--- src/rtl/edge_grad_pkg.sv ---
// rtl/edge_grad_pkg.sv - shared image-processing constants for the edge gradient pipeline
package edge_grad_pkg;

    // Pixel and gradient magnitude widths
    localparam int PIX_W      = 8;
    localparam int MAG_W      = 10;

    // Output saturation value and default binarization threshold
    localparam int SAT_VAL    = 255;
    localparam int DEF_THRESH = 40;

endpackage

--- src/rtl/edge_grad_abs_diff8.sv ---
// rtl/edge_grad_abs_diff8.sv - combinational 8-bit absolute difference |a-b|
module abs_diff8
    import edge_grad_pkg::*;
(
    input  logic [PIX_W-1:0] a,
    input  logic [PIX_W-1:0] b,
    output logic [PIX_W-1:0] y
);

    // Subtract the smaller operand from the larger so the result never wraps
    always_comb begin
        y = '0;
        if (a >= b) begin
            y = a - b;
        end else begin
            y = b - a;
        end
    end

endmodule

--- src/rtl/edge_grad.sv ---
// rtl/edge_grad.sv - 3-stage gradient magnitude pipeline; EDGE_GRAD_BINARY_EN selects thresholded output
module edge_grad
    import edge_grad_pkg::*;
#(
    parameter int COL    = 30,
    parameter int ROW    = 30,
    parameter int THRESH = DEF_THRESH
) (
    input  logic             vga_clk,
    input  logic             rst,
    input  logic [PIX_W-1:0] px1,
    input  logic [PIX_W-1:0] px2,
    input  logic [PIX_W-1:0] px3,
    input  logic [PIX_W-1:0] px4,
    input  logic [PIX_W-1:0] px5,
    input  logic             din_vld,
    output logic [PIX_W-1:0] dout,
    output logic             dout_vld,
    output logic             frame_end
);

    localparam int CW = $clog2(COL);
    localparam int RW = $clog2(ROW);
    localparam logic [CW-1:0] COL_LAST = CW'(COL - 1);
    localparam logic [RW-1:0] ROW_LAST = RW'(ROW - 1);

    // Position of the pixel currently presented on the inputs
    logic [CW-1:0] col_q, col_d;
    logic [RW-1:0] row_q, row_d;

    // Stage 1: absolute differences plus position flags
    logic [PIX_W-1:0] diff_a, diff_b, diff_c, diff_d;
    logic [PIX_W-1:0] a_q, b_q, c_q, d_q;
    logic             vld1_q, vld1_d;
    logic             bord1_q, bord1_d;
    logic             last1_q, last1_d;

    // Stage 2: horizontal and vertical gradient sums
    logic [PIX_W:0]   gx_q, gx_d;
    logic [PIX_W:0]   gy_q, gy_d;
    logic             vld2_q, bord2_q, last2_q;

    // Stage 3: output registers
    logic [MAG_W-1:0] mag;
    logic [PIX_W-1:0] dout_q, dout_d;
    logic             dout_vld_q, frame_end_q, frame_end_d;

    abs_diff8 u_abs_a (.a(px3), .b(px1), .y(diff_a));
    abs_diff8 u_abs_b (.a(px5), .b(px4), .y(diff_b));
    abs_diff8 u_abs_c (.a(px5), .b(px3), .y(diff_c));
    abs_diff8 u_abs_d (.a(px4), .b(px2), .y(diff_d));

    // Raster position tracking: column wraps into the row, row wraps at frame end
    always_comb begin
        col_d = col_q;
        row_d = row_q;
        if (din_vld) begin
            if (col_q == COL_LAST) begin
                col_d = '0;
                if (row_q == ROW_LAST) begin
                    row_d = '0;
                end else begin
                    row_d = row_q + 1'b1;
                end
            end else begin
                col_d = col_q + 1'b1;
            end
        end
    end

    // Flags for the incoming pixel: borders lack a full window, last marks frame end
    always_comb begin
        vld1_d  = din_vld;
        bord1_d = (col_q < CW'(2)) || (row_q == '0);
        last1_d = din_vld && (col_q == COL_LAST) && (row_q == ROW_LAST);
    end

    // Gradient sums are widened by one bit so nothing is lost
    always_comb begin
        gx_d = {1'b0, a_q} + {1'b0, b_q};
        gy_d = {1'b0, c_q} + {1'b0, d_q};
    end

    // Final magnitude, border suppression and output mapping
    always_comb begin
        mag         = {1'b0, gx_q} + {1'b0, gy_q};
        frame_end_d = vld2_q && last2_q;
        dout_d      = '0;
        if (!bord2_q) begin
`ifdef EDGE_GRAD_BINARY_EN
            if (mag > MAG_W'(THRESH)) begin
                dout_d = PIX_W'(SAT_VAL);
            end
`else
            if (mag > MAG_W'(SAT_VAL)) begin
                dout_d = PIX_W'(SAT_VAL);
            end else begin
                dout_d = mag[PIX_W-1:0];
            end
`endif
        end
    end

`ifndef EDGE_GRAD_BINARY_EN
    // Threshold only matters for the binary output; keep it referenced without a comparator
    logic [7:0] unused_thresh;
    assign unused_thresh = 8'(THRESH);
`endif

    // All pipeline state; valid and flags shift every cycle so input gaps pass through
    always_ff @(posedge vga_clk or posedge rst) begin
        if (rst) begin
            col_q       <= '0;
            row_q       <= '0;
            a_q         <= '0;
            b_q         <= '0;
            c_q         <= '0;
            d_q         <= '0;
            vld1_q      <= 1'b0;
            bord1_q     <= 1'b0;
            last1_q     <= 1'b0;
            gx_q        <= '0;
            gy_q        <= '0;
            vld2_q      <= 1'b0;
            bord2_q     <= 1'b0;
            last2_q     <= 1'b0;
            dout_q      <= '0;
            dout_vld_q  <= 1'b0;
            frame_end_q <= 1'b0;
        end else begin
            col_q       <= col_d;
            row_q       <= row_d;
            a_q         <= diff_a;
            b_q         <= diff_b;
            c_q         <= diff_c;
            d_q         <= diff_d;
            vld1_q      <= vld1_d;
            bord1_q     <= bord1_d;
            last1_q     <= last1_d;
            gx_q        <= gx_d;
            gy_q        <= gy_d;
            vld2_q      <= vld1_q;
            bord2_q     <= bord1_q;
            last2_q     <= last1_q;
            dout_q      <= dout_d;
            dout_vld_q  <= vld2_q;
            frame_end_q <= frame_end_d;
        end
    end

    assign dout      = dout_q;
    assign dout_vld  = dout_vld_q;
    assign frame_end = frame_end_q;

endmodule
--- config.mk ---
export PLATFORM = sky130hd
export DESIGN_NAME = edge_grad
export DESIGN_NICKNAME = d
export VERILOG_FILES = /design/src/rtl/edge_grad_pkg.sv /design/src/rtl/edge_grad_abs_diff8.sv /design/src/rtl/edge_grad.sv
export SDC_FILE = /design/constraint.sdc
export NUM_CORES = 1
export LEC_CHECK = 0
export BUFFER_PORTS_ARGS = -buffer_cell sky130_fd_sc_hd__buf_2
export CORE_MARGIN = 1
export CORE_UTILIZATION = 35
export DETAILED_ROUTE_END_ITERATION = 8
export PLACE_DENSITY_LB_ADDON = 0.3
export SLEW_MARGIN = 5
export SYNTH_ARGS = -nofsm -noshare
export SYNTH_HDL_FRONTEND = slang
export SYNTH_HIERARCHICAL = 1
export SYNTH_SLANG_ARGS = --single-unit
--- constraint.sdc ---
create_clock -name vga_clk -period 4.85 [get_ports vga_clk]
set_clock_uncertainty 0.05 [all_clocks]
set_input_delay 0 -clock vga_clk [delete_from_list [all_inputs] [get_ports vga_clk]]
set_output_delay 0 -clock vga_clk [all_outputs]
set_load 0.02 [all_outputs]
# Word level (Yosys, flattened, before mapping)
# Index checks and enable logic that the tools add are counted.
# word_totals
register_bits	76
input_bits	43
output_inout_bits	10
elab_cells	52
# op_classes
muxes	8
n_eq_ne	2
n_reduce_logical	6
magnitude_cmp	6
addsub	13
# ops
op	n
8-bit subtractor	8
8-bit 2-to-1 mux	6
8-bit greater-or-equal comparator	4
8-bit by 8-bit adder with 9-bit output	2
5-bit by 1-bit adder with 5-bit output (second input constant)	2
9-bit by 9-bit adder with 10-bit output	1
5-bit equality test (second input constant)	2
10-bit by 8-bit greater-than comparator with 1-bit output (second input constant)	1
5-bit 2-to-1 mux	2
5-bit logical NOT	1
5-bit by 2-bit < comparator with 1-bit output (second input constant)	1
1-bit logical AND	3
2-bit AND reduction	1
1-bit logical OR	1

# Depth between registers and ports, before layout
# Gate-level depths: netlist (run 1).
# depth
word_depth	4
mapped_depth	8
depth_no_buf	8

# Hierarchy
# The synthesis (run 1) kept the hierarchy.
# modules_own_cells
module	seq_area_each_um2	area_per_inst_um2	cells_per_inst	instances
edge_grad	1901.8	3271.9	275	1
abs_diff8	0.0	651.9	81	4

# Least setup slack after synthesis (run 1)
# No wires, ideal clock.
# synth_timing
kind	register -> register
start	register gx_q[0]
end	register dout_q[6], in the netlist dout[6]
t_required_ps	4731
slack_ps	2849
arrival_time_ps	1882
setup_ps	69
period_less_slack_ps	2001
path_buffers	0
path_stages_with_launch	9
cell_sequence	dfrtp_1 -> ha_1 -> inv_1 -> fa_1 -> nor2b_4 -> o31a_1 -> o21a_1 -> or4b_1 -> nand3_1
# synth_via
elab_chain_len	4
# synth_lines
item	line_no	text
start: declaration	edge_grad.sv:39	logic [PIX_W:0] gx_q, gx_d;
start signal: assignment	edge_grad.sv:140	gx_q <= gx_d;
9-bit by 9-bit adder with 10-bit output (*)	edge_grad.sv:86	mag = {1'b0, gx_q} + {1'b0, gy_q};
10-bit by 8-bit greater-than comparator with 1-bit output	edge_grad.sv:95	if (mag > MAG_W'(SAT_VAL)) begin
8-bit 2-to-1 mux (*)	edge_grad.sv:95	
8-bit 2-to-1 mux (*)	edge_grad.sv:89	if (!bord2_q) begin
net dout_d[6]	edge_grad.sv:45	logic [PIX_W-1:0] dout_q, dout_d;
end signal: assignment	edge_grad.sv:145	dout_q <= dout_d;
end: declaration	edge_grad.sv:45	
# Mark *: on every way through the listed nets, which the timed path passes. The rest lies on a longest branch.
# A chain may end at the register's enable or synchronous reset.

# Final worst setup path (run 1)
# layout_timing
start	register gy_q[0]
end	register dout_q[4], in the netlist dout[4]
# layout_via
elab_chain_len	4
# layout_lines
item	line_no	text
start: declaration	edge_grad.sv:40	logic [PIX_W:0] gy_q, gy_d;
start signal: assignment	edge_grad.sv:141	gy_q <= gy_d;
9-bit by 9-bit adder with 10-bit output (*)	edge_grad.sv:86	
10-bit by 8-bit greater-than comparator with 1-bit output	edge_grad.sv:95	
8-bit 2-to-1 mux (*)	edge_grad.sv:95	
8-bit 2-to-1 mux (*)	edge_grad.sv:89	
net dout_d[4]	edge_grad.sv:45	
# Marked as above.

==> impl_metrics.tcl, run 1 <==
set metrics [dict create \
    avgSynthCellArea_um2 9.82 \
    muxShareOfSynthArea 0.0494 \
    startpoint_type "register" \
    ys_ff_latch 76 \
    clk_pin_slew_ps 60 \
    hp-start "px1[1]" \
    switching_share 0.381 \
    die-width_um 132 \
    yosysUniqueCellTypes 43 \
    path_cells "ha_1 > inv_1 > fa_1 > nor2b_4 > o31a_1 > o21ai_0 > a311o_1 > o31ai_1" \
    synth_fp_nets 743 \
    place_area_um2 6330 \
    timing.slew.headroom 0.391 \
    finalHoldViolations 0 \
    io_pins 53 \
    vias 4352 \
    path_max_fanout 4 \
    clk_latency_ps 330 \
    drtIter0Drc 217 \
    drt_pass1_iterations 4 \
    critPathMaxStageDelay_ps 430 \
    grt_pass1_vias 4295 \
    pre_cts_ws_ps 2590 \
    vias_per_cell 4.97 \
    die_h_um 132 \
    reg2reg_from "gy_q[0]" \
    power_switching_w 0.00111 \
    synth_top_area_cell "dfrtp_1" \
    htree_levels 3 \
    cts.sinks 76 \
    drive_gt1_frac 0.136 \
    synthArstFlopShare 1.00 \
    fp-row-count 47 \
    cp.arrival_ps 2340 \
    synthSimpleGateAreaFrac 0.0860 \
    final_common_cell "ha_1" \
    max_clock_freq_ghz 0.462 \
    end_kind "register" \
    synth_compound_area_frac 0.190 \
    wl_per_cell_um 13.7 \
    crit_family "compound AO/OA/AOI/OAI gates" \
    grt_pass1_wl_um 20500 \
    root_buffer "clkbuf_16" \
    vdd_drop_max_mv 0.191 \
    drtAntennaViolNets 0 \
    path_class "register to register" \
    leakage_nw 3.45 \
    yosysWarnings 6 \
    min_path_type "input pin to register" \
    clock_path_buffers 2 \
    antenna_found_initial 0 \
    synthCells 599 \
    grt_start_max_net_pins 77 \
    synth_top_family_by_area "adder cells" \
    core_area_um2 16500 \
    worst_slew_pin_slew_ps 914 \
    drc 0 \
    critPathSlowestCell "fa_1" \
    dieArea_um2 17300 \
    status "completed" \
    synth_edf_count 0 \
    ys_seq_area_frac 0.323 \
    antenna_cells 0 \
    syn-cell-area_um2 5880 \
    nets 796 \
    cp.required_ps 5030 \
    p_comb_frac 0.474 \
    intPower_w 0.00180 \
    min_period_ps 2160 \
    final_area_um2 6650 \
    crit_buf_inv 1 \
    ys.flop_type "dfrtp_1" \
    dpl.hpwl_um 9650 \
    overflow 0 \
    pwr-share-seq 0.325 \
    track_usage 0.146 \
    port-buffer-count 52 \
    final_cell_mix "90 x ha_1, 82 x inv_1, 76 x dfrtp_1" \
    p_clk_frac 0.202 \
    fin_crit_sh 0.446 \
    yosysTopAreaCellShare 0.323 \
    setup_viol 0 \
    wirelength_um 12000 \
    cts_buffers 9 \
    p_per_area_nw_per_um2 437 \
    drv_slew 0 \
    power_w 0.00291 \
    cap_violations 0 \
    start_util 0.357 \
    rsz0062_at_grt "no" \
    yosys.area_share.adder 0.229 \
    syn2layout_area_growth_pct 13.1 \
    critPathLaunch "gy_q[0]" \
    fin_hold_ws_ps 12.3 \
    ys_top_cells_by_area "dfrtp_1 32%, ha_1 19%, inv_1 5.3%" \
    cts.repair.resized 0 \
    setup_tns_ps 0 \
    worst_slack_ps 2690 \
    finalWeightedCongestion 0.914 \
    synth_xor_area_frac 0.0536 \
    cts_tree "built" \
]
==> sequential cells by signal (all words and copies together), names as in the netlist <==
register	count
bord2_q	1
last1_q	1
dout_vld	1
gy_q	9
bord1_q	1
b_q	8
dout	8
vld1_q	1
vld2_q	1
frame_end	1
row_q	5
a_q	8
gx_q	9
last2_q	1
c_q	8
col_q	5
d_q	8
==> repair_timing <==
item | 4_1_cts | 5_1_grt
hold endpoints to repair | 85 | 0
buffers inserted | 0 | 0
hold buffers | 6 | 0
==> cell families after synthesis <==
group | Yosys count
compound gates | 162
xor+xnor | 36
fa+ha+maj | 101
buf+inv | 100
flops | 76
mux | 29
simple gates | 95
==> path summary, 6_finish.rpt <==
| check | cells after the start | slack (ps) | to |
|---|---|---|---|
| setup reg to reg | 8 | 2690 | dout[4] |
| min in group asynchronous | 4 | 450 | frame_end |
| setup / recovery | 8 | 2690 | dout[4] |
| max in group asynchronous | 4 | 3710 | gy_q[8] |
| hold reg to reg | 0 | 300 | last2_q |
| hold / removal | 3 | 10 | a_q[1] |
==> stage by stage <==
step                cells  utilization
floorplan             599            -
global placement      855        0.384
detailed placement    855        0.384
CTS                   875        0.404
global route          875        0.404
finish                875        0.404
==> routing by layer <==
layer	vias up	wire (um)	track usage
met5	-	0	0
met2	91	5680	0.243
met4	0	146	0.0342
li1	2193	-	-
met1	2055	5750	0.193
met3	13	401	0.0289
==> cells in the mapped netlist (all sizes together) (5+ instances only) <==
cell type  instances
ha                90
inv               83
dfrtp             76
a21oi             39
a21o              33
o21ai             30
mux2i             29
nand2             25
nor2              22
xor2              20
a31oi             17
xnor2             16
clkbuf            13
a211oi            12
fa                11
nand4             10
nand3b             8
nand3              6
nor3               6
and4               5
o21a               5
o31ai              5
==> final cells by class <==
type,instances,area [um2]
Clock buffer,12,246
Clock inverter,2,12.5
Fill cell,1660,9820
Inverter,83,312
Multi-Input combinational cell,423,3570
Sequential cell,76,1900
Tap cell,220,275
Timing Repair Buffer,59,328
==> power by group through the flow <==
stage                     combinational [W]  sequential, W  clock [W]
after CTS                           0.00138       0.000949   0.000601
after floorplan                     0.00105       0.000947          0
after global placement              0.00134       0.000957          0
after detailed placement            0.00136       0.000958          0
final                               0.00138       0.000944   0.000586
after global routing                0.00157       0.000965   0.000631
==> worst reg2reg max path: stages, from the launching register on <==
cell     delay [ps]
dfrtp_1         330
ha_1            190
inv_1            60
fa_1            430
nor2b_4         150
o31a_1          180
o21ai_0         200
a311o_1         400
o31ai_1          70
Power figures use the tool's default switching activity.
==> run 2: changes to the inputs <==
--- a/config.mk
+++ b/config.mk
@@ -5,6 +5,7 @@
 export SDC_FILE = /design/constraint.sdc
 export NUM_CORES = 1
 export LEC_CHECK = 0
+export ABC_AREA = 1
 export BUFFER_PORTS_ARGS = -buffer_cell sky130_fd_sc_hd__buf_2
 export CORE_MARGIN = 1
 export CORE_UTILIZATION = 35
==> constraint.sdc (replaced) <==
create_clock -name vga_clk -period 2.1 [get_ports vga_clk]
set_clock_uncertainty 0.05 [all_clocks]
set_input_delay 0 -clock vga_clk [delete_from_list [all_inputs] [get_ports vga_clk]]
set_output_delay 0 -clock vga_clk [all_outputs]
set_load 0.02 [all_outputs]
==> run 2 against run 1 <==
Compared with the run above: clock-buffer cell count is 1 lower; largest cell class unchanged; critical endpoint is now a_q[6]; register-to-register slack got worse by 2400 ps; combinational power grew to 3.0 times the previous value.
==> impl_metrics.tcl, run 2 <==
set metrics [dict create \
    dpl.hpwl_um 12800 \
    vdd_drop_max_mv 0.646 \
    critPathLaunch "px3[0]" \
    intPower_w 0.00465 \
    cts_tree "built" \
    yosysUniqueCellTypes 36 \
    p_clk_frac 0.208 \
    end_kind "register" \
    finalHoldViolations 0 \
    yosysTopAreaCellShare 0.262 \
    grt_start_max_net_pins 31 \
    hp-start "px5[0]" \
    core_area_um2 20300 \
    critPathSlowestCell "dlygate4sd3_1" \
    io_pins 53 \
    drt_pass1_iterations 8 \
    pwr-share-seq 0.277 \
    setup_tns_ps 0 \
    clk_latency_ps 330 \
    yosysMostFrequentCell "nand2_1" \
    status "completed" \
    avgSynthCellArea_um2 7.51 \
    p_per_area_nw_per_um2 982 \
    crit_family "buffers and inverters" \
    clk_pin_slew_ps 60 \
    power_switching_w 0.00334 \
    synthCells 966 \
    reg2reg_from "gy_q[0]" \
    wl_per_cell_um 11.6 \
    reg_top3 "gx_q (9), gy_q (9)" \
    drive_gt1_frac 0.143 \
    grt_pass1_wl_um 26600 \
    start_util 0.358 \
    cp.arrival_ps 2110 \
    path_cells "dlygate4sd3_1 > buf_2 > inv_1 > ha_1 > fa_1 > inv_1 > nand2_1 > nand2_1 > nand3_4 > nand3_2 > nand3_1 > nand2_1" \
    final_common_cell "nand2_1" \
    min_path_type "input pin to register" \
    overflow 0 \
    worst_slew_pin_slew_ps 661 \
    drtIter0Drc 232 \
    fp-row-count 52 \
    dieArea_um2 21300 \
    wirelength_um 15000 \
    drc 0 \
    met2_usage 0.262 \
    syn-cell-area_um2 7260 \
    final_cell_mix "269 x nand2_1, 193 x inv_1, 90 x ha_1" \
    die-width_um 146 \
    htree_levels 3 \
    busiest_layer "met2" \
    finalWeightedCongestion 0.842 \
    synthArstFlopShare 1.00 \
    cts.repair.resized 0 \
    grt_util_met1 0.205 \
    startpoint_type "input pin" \
    cap_violations 0 \
    ys_seq_area_frac 0.262 \
    grtUsageMet3 0.0276 \
    p_comb_frac 0.515 \
    clock_path_buffers 2 \
    track_usage 0.154 \
    max_clock_freq_ghz 0.528 \
    drv_slew 0 \
    vias 5757 \
    grt_pass1_vias 5700 \
    setup_viol 0 \
    nets 1168 \
    yosys-top-cells-count "269 x nand2_1, 194 x inv_1, 90 x ha_1" \
    cts_buffers 9 \
    yosysWarnings 6 \
    critPathMaxStageDelay_ps 520 \
    root_buffer "clkbuf_16" \
    cp_common_cell "nand2_1" \
    ys_ff_latch 76 \
    synth_fp_nets 1110 \
    cp.required_ps 2310 \
    finalNonFillerCells 1299 \
    port-buffer-count 52 \
    syn2layout_area_growth_pct 12.1 \
    timing.slew.headroom 0.559 \
    dp_cells 1278 \
    ys.flop_type "dfrtp_1" \
    fin_crit_sh 0.902 \
    drtAntennaViolNets 0 \
    cts.sinks 76 \
    antenna_cells 0 \
    path_class "input pin to register" \
    synth_top_area_cell "dfrtp_1" \
    vias_per_cell 4.43 \
    min_period_ps 1890 \
    leakage_nw 4.51 \
    power_w 0.00799 \
    die_h_um 146 \
    rsz0062_at_grt "no" \
    ys_top_cells_by_area "dfrtp_1 26%, ha_1 16%, nand2_1 14%" \
    fin_hold_ws_ps 22.2 \
    synth_edf_count 0 \
    crit_buf_inv 4 \
    antenna_found_initial 0 \
    path_max_fanout 7 \
    switching_share 0.418 \
]
## run 2: cell types whose count changed after synthesis, sizes merged, moves of 17 or more
| cell | previous run | this run |
|---|---|---|
| inv | 83 | 195 |
| a21o | 33 | 0 |
| a31oi | 17 | 0 |
| nand3 | 6 | 84 |
| nor2 | 22 | 55 |
| mux2i | 29 | 0 |
| nand2 | 25 | 291 |
## run 2: per-stage QoR
stage / utilization / setup slack, ps / instance area, um2
detailed placement: 0.382 / 253 / 7760
CTS: 0.401 / 216 / 8140
floorplan: - / 112 / 7260
global placement: 0.382 / 291 / 7760
finish: 0.401 / 206 / 8140
global route: 0.401 / 16.0 / 8140
## run 2: kinds of logic after synthesis
logic type	after synthesis	share of synthesized area
flip-flops	76	0.262
AO/OA/AOI/OAI	79	0.0679
XOR/XNOR	39	0.0471
buffers and inverters	213	0.123
AND/OR/NAND/NOR	458	0.314
adder cells (fa/ha/maj)	101	0.185
## run 2: cell type report
cell class	count	area [um2]
clock buffer	11	243
clock inverter	5	83.8
fill	2141	12200
inverter	200	751
multi-input combinational	677	4460
sequential	76	1900
tap	270	338
timing repair buffer	60	358
## run 2: worst register-to-register path, cell delays in order, from the launching register on
cell and delay, ps:
dfrtp_1 340, ha_1 190, inv_1 60, fa_1 400, inv_1 70, nand2_1 50, nand2_2 80, nand3_2 80
nand3_2 100, nand2_4 70, nor2_8 170, a21oi_2 70
## run 2: final timing paths
kind / endpoint / slack (ps) / depth (start not counted)
max in group asynchronous: a_q[1] / 1170 / 4
hold reg to reg: last2_q / 290 / 0
min in group asynchronous: col_q[1] / 260 / 3
hold / removal: c_q[0] / 20 / 4
setup / recovery: a_q[6] / 210 / 12
setup reg to reg: dout[6] / 250 / 11
## run 2: what timing repair did
action / in CTS / in global routing
buffers inserted: 0 / 0
hold buffers: 5 / 0
hold endpoints to repair: 35 / 0
## run 2: power groups by stage
| stage | combinational, W | sequential (W) | clock (W) |
|---|---|---|---|
| finish | 0.00411 | 0.00221 | 0.00166 |
| global route | 0.00474 | 0.00227 | 0.00178 |
| CTS | 0.00417 | 0.00222 | 0.00171 |
| detailed placement | 0.00414 | 0.00225 | 0 |
| global placement | 0.00409 | 0.00224 | 0 |
| floorplan | 0.00332 | 0.00222 | 0 |
## run 2: layer usage
metal / vias to the layer above / routed length, um
met5: - / 0
met4: 0 / 125
met3: 10 / 363
met2: 70 / 7080
met1: 2580 / 7460
li1: 3097 / -
==> run 3: changes to the inputs <==
--- a/config.mk
+++ b/config.mk
@@ -8,7 +8,7 @@
 export ABC_AREA = 1
 export BUFFER_PORTS_ARGS = -buffer_cell sky130_fd_sc_hd__buf_2
 export CORE_MARGIN = 1
-export CORE_UTILIZATION = 35
+export CORE_UTILIZATION = 32
 export DETAILED_ROUTE_END_ITERATION = 8
 export PLACE_DENSITY_LB_ADDON = 0.3
 export SLEW_MARGIN = 5
==> constraint.sdc (replaced) <==
create_clock -name vga_clk -period 2.1 [get_ports vga_clk]
set_clock_uncertainty 0.05 [all_clocks]
set_input_delay 0.21 -clock vga_clk [delete_from_list [all_inputs] [get_ports vga_clk]]
set_output_delay 0.21 -clock vga_clk [all_outputs]
set_load 0.02 [all_outputs]
==> run 3 against run 2 <==
Compared with the run above: routed wire length fell by 0.91%; power down 1.3%; die area is 9.2% higher; global-route usage shrank 1.9 points; highest routed layer unchanged; sequential share of layout area is 0.20 points higher; clock-buffer cell count is 1 lower; combinational power about the same; critical path type is now register to register.
==> impl_metrics.tcl, run 3 (synthesized netlist as in run 2, its figures left out) <==
set metrics [dict create \
    drive_gt1_frac 0.143 \
    io_pins 53 \
    setup_tns_ps 0 \
    die-width_um 153 \
    port-buffer-count 52 \
    clock_path_buffers 2 \
    intPower_w 0.00452 \
    cts_buffers 9 \
    grt_start_max_net_pins 77 \
    overflow 0 \
    drtAntennaViolNets 0 \
    reg2reg_from "gx_q[0]" \
    min_period_ps 1870 \
    end_kind "register" \
    timing.slew.headroom 0.738 \
    vias_per_cell 4.39 \
    clk_pin_slew_ps 60 \
    drt_pass1_iterations 7 \
    cts.sinks 76 \
    nets 1162 \
    fp-row-count 54 \
    drv_slew 0 \
    status "completed" \
    max_clock_freq_ghz 0.534 \
    track_usage 0.136 \
    cp.required_ps 2260 \
    hp-start "din_vld" \
    wirelength_um 14900 \
    utilization 0.366 \
    final_common_cell "nand2_1" \
    cts_tree "built" \
    finalHoldViolations 0 \
    met2_usage 0.235 \
    path_class "register to register" \
    dp_cells 1286 \
    cp.arrival_ps 2030 \
    min_path_type "input pin to register" \
    grt_util_met1 0.174 \
    vias 5714 \
    htree_levels 3 \
    dpl.hpwl_um 12700 \
    p_clk_frac 0.200 \
    fin_crit_sh 0.892 \
    busiest_layer "met2" \
    grtUsageMet3 0.0247 \
    finalWeightedCongestion 0.828 \
    worst_slew_pin_slew_ps 393 \
    power_switching_w 0.00337 \
    root_buffer "clkbuf_16" \
    setup_viol 0 \
    drtIter0Drc 247 \
    p_comb_frac 0.520 \
    clk_latency_ps 340 \
    dieArea_um2 23300 \
    cap_violations 0 \
    reg_top3 "gx_q (9), gy_q (9)" \
    critPathLaunch "gx_q[0]" \
    drc 0 \
    startpoint_type "register" \
    final_cell_mix "269 x nand2_1, 193 x inv_1, 90 x ha_1" \
    antenna_found_initial 0 \
    core_area_um2 22000 \
    finalNonFillerCells 1303 \
    switching_share 0.427 \
    p_per_area_nw_per_um2 978 \
    wl_per_cell_um 11.4 \
    start_util 0.330 \
    syn2layout_area_growth_pct 11.1 \
    antenna_cells 0 \
    vdd_drop_max_mv 0.542 \
    grt_pass1_wl_um 25700 \
    pwr-share-seq 0.280 \
    rsz0062_at_grt "no" \
    grt_pass1_vias 5425 \
    leakage_nw 4.47 \
    path_max_fanout 8 \
    die_h_um 153 \
    cts_setup_buffers 0 \
]
==> run 3: cell types whose count changed in the layout (fill, tap and decap cells not counted), sizes merged <==
cell,delta
buf,-2
bufinv,-1
clkbuf,-1
clkinv,+2
clkinvlp,-1
dlygate4sd3,-4
inv,+1
==> run 3: power by group through the flow <==
stage	combinational, W	sequential (W)	clock (W)
2_1_floorplan	0.00332	0.00222	0
3_3_place_gp	0.00409	0.00224	0
3_5_place_dp	0.00414	0.00224	0
4_1_cts	0.00416	0.00222	0.00163
5_1_grt	0.00470	0.00226	0.00170
6_report	0.00410	0.00221	0.00158
==> run 3: metrics by stage <==
step | instance area (um2) | setup WS, ps | hold slack, ps | power, W
after floorplan | 7260 | 391 | 191 | 0.00554
after global placement | 7750 | 193 | 284 | 0.00633
after detailed placement | 7750 | 181 | 288 | 0.00638
after CTS | 8070 | 207 | 20.9 | 0.00801
after global routing | 8070 | 68.7 | 22.9 | 0.00865
final | 8070 | 226 | 35.0 | 0.00789
==> run 3: repair_timing <==
item,CTS,global route
endpoints found under the setup margin,0,0
resized for setup,0,0
endpoints found under the hold margin,76,0
hold buffers,1,0
==> run 3: path summary, 6_finish.rpt <==
kind,to,slack [ps],depth (start not counted)
max,dout[7],230,11
min,vld1_q,40,1
max reg2reg,dout[7],230,11
min reg2reg,last2_q,300,0
max in group asynchronous,b_q[7],1210,4
min in group asynchronous,row_q[1],480,4
==> run 3: routing by layer <==
metal,up-vias,part of all wire
li1,3078,-
met1,2553,0.49
met2,72,0.47
met3,11,0.026
met4,0,0.012
met5,-,0
==> run 3: worst max-delay path, stage by stage (launching register included) <==
cell and delay, ps:
dfrtp_1 330, ha_1 200, inv_1 70, fa_1 400, inv_1 70, nand2_1 50, nand2_2 80, nand3_2 80
nand3_2 100, nand2_4 70, nor2_8 160, a21oi_2 80
==> run 3: layout make-up <==
type,count,area [um2]
clock buffer,10,239
clock inverter,6,70.1
multi-input combinational,677,4460
inverter,200,754
tap,280,350
sequential,76,1900
timing repair buffer,54,290
fill,2381,14000
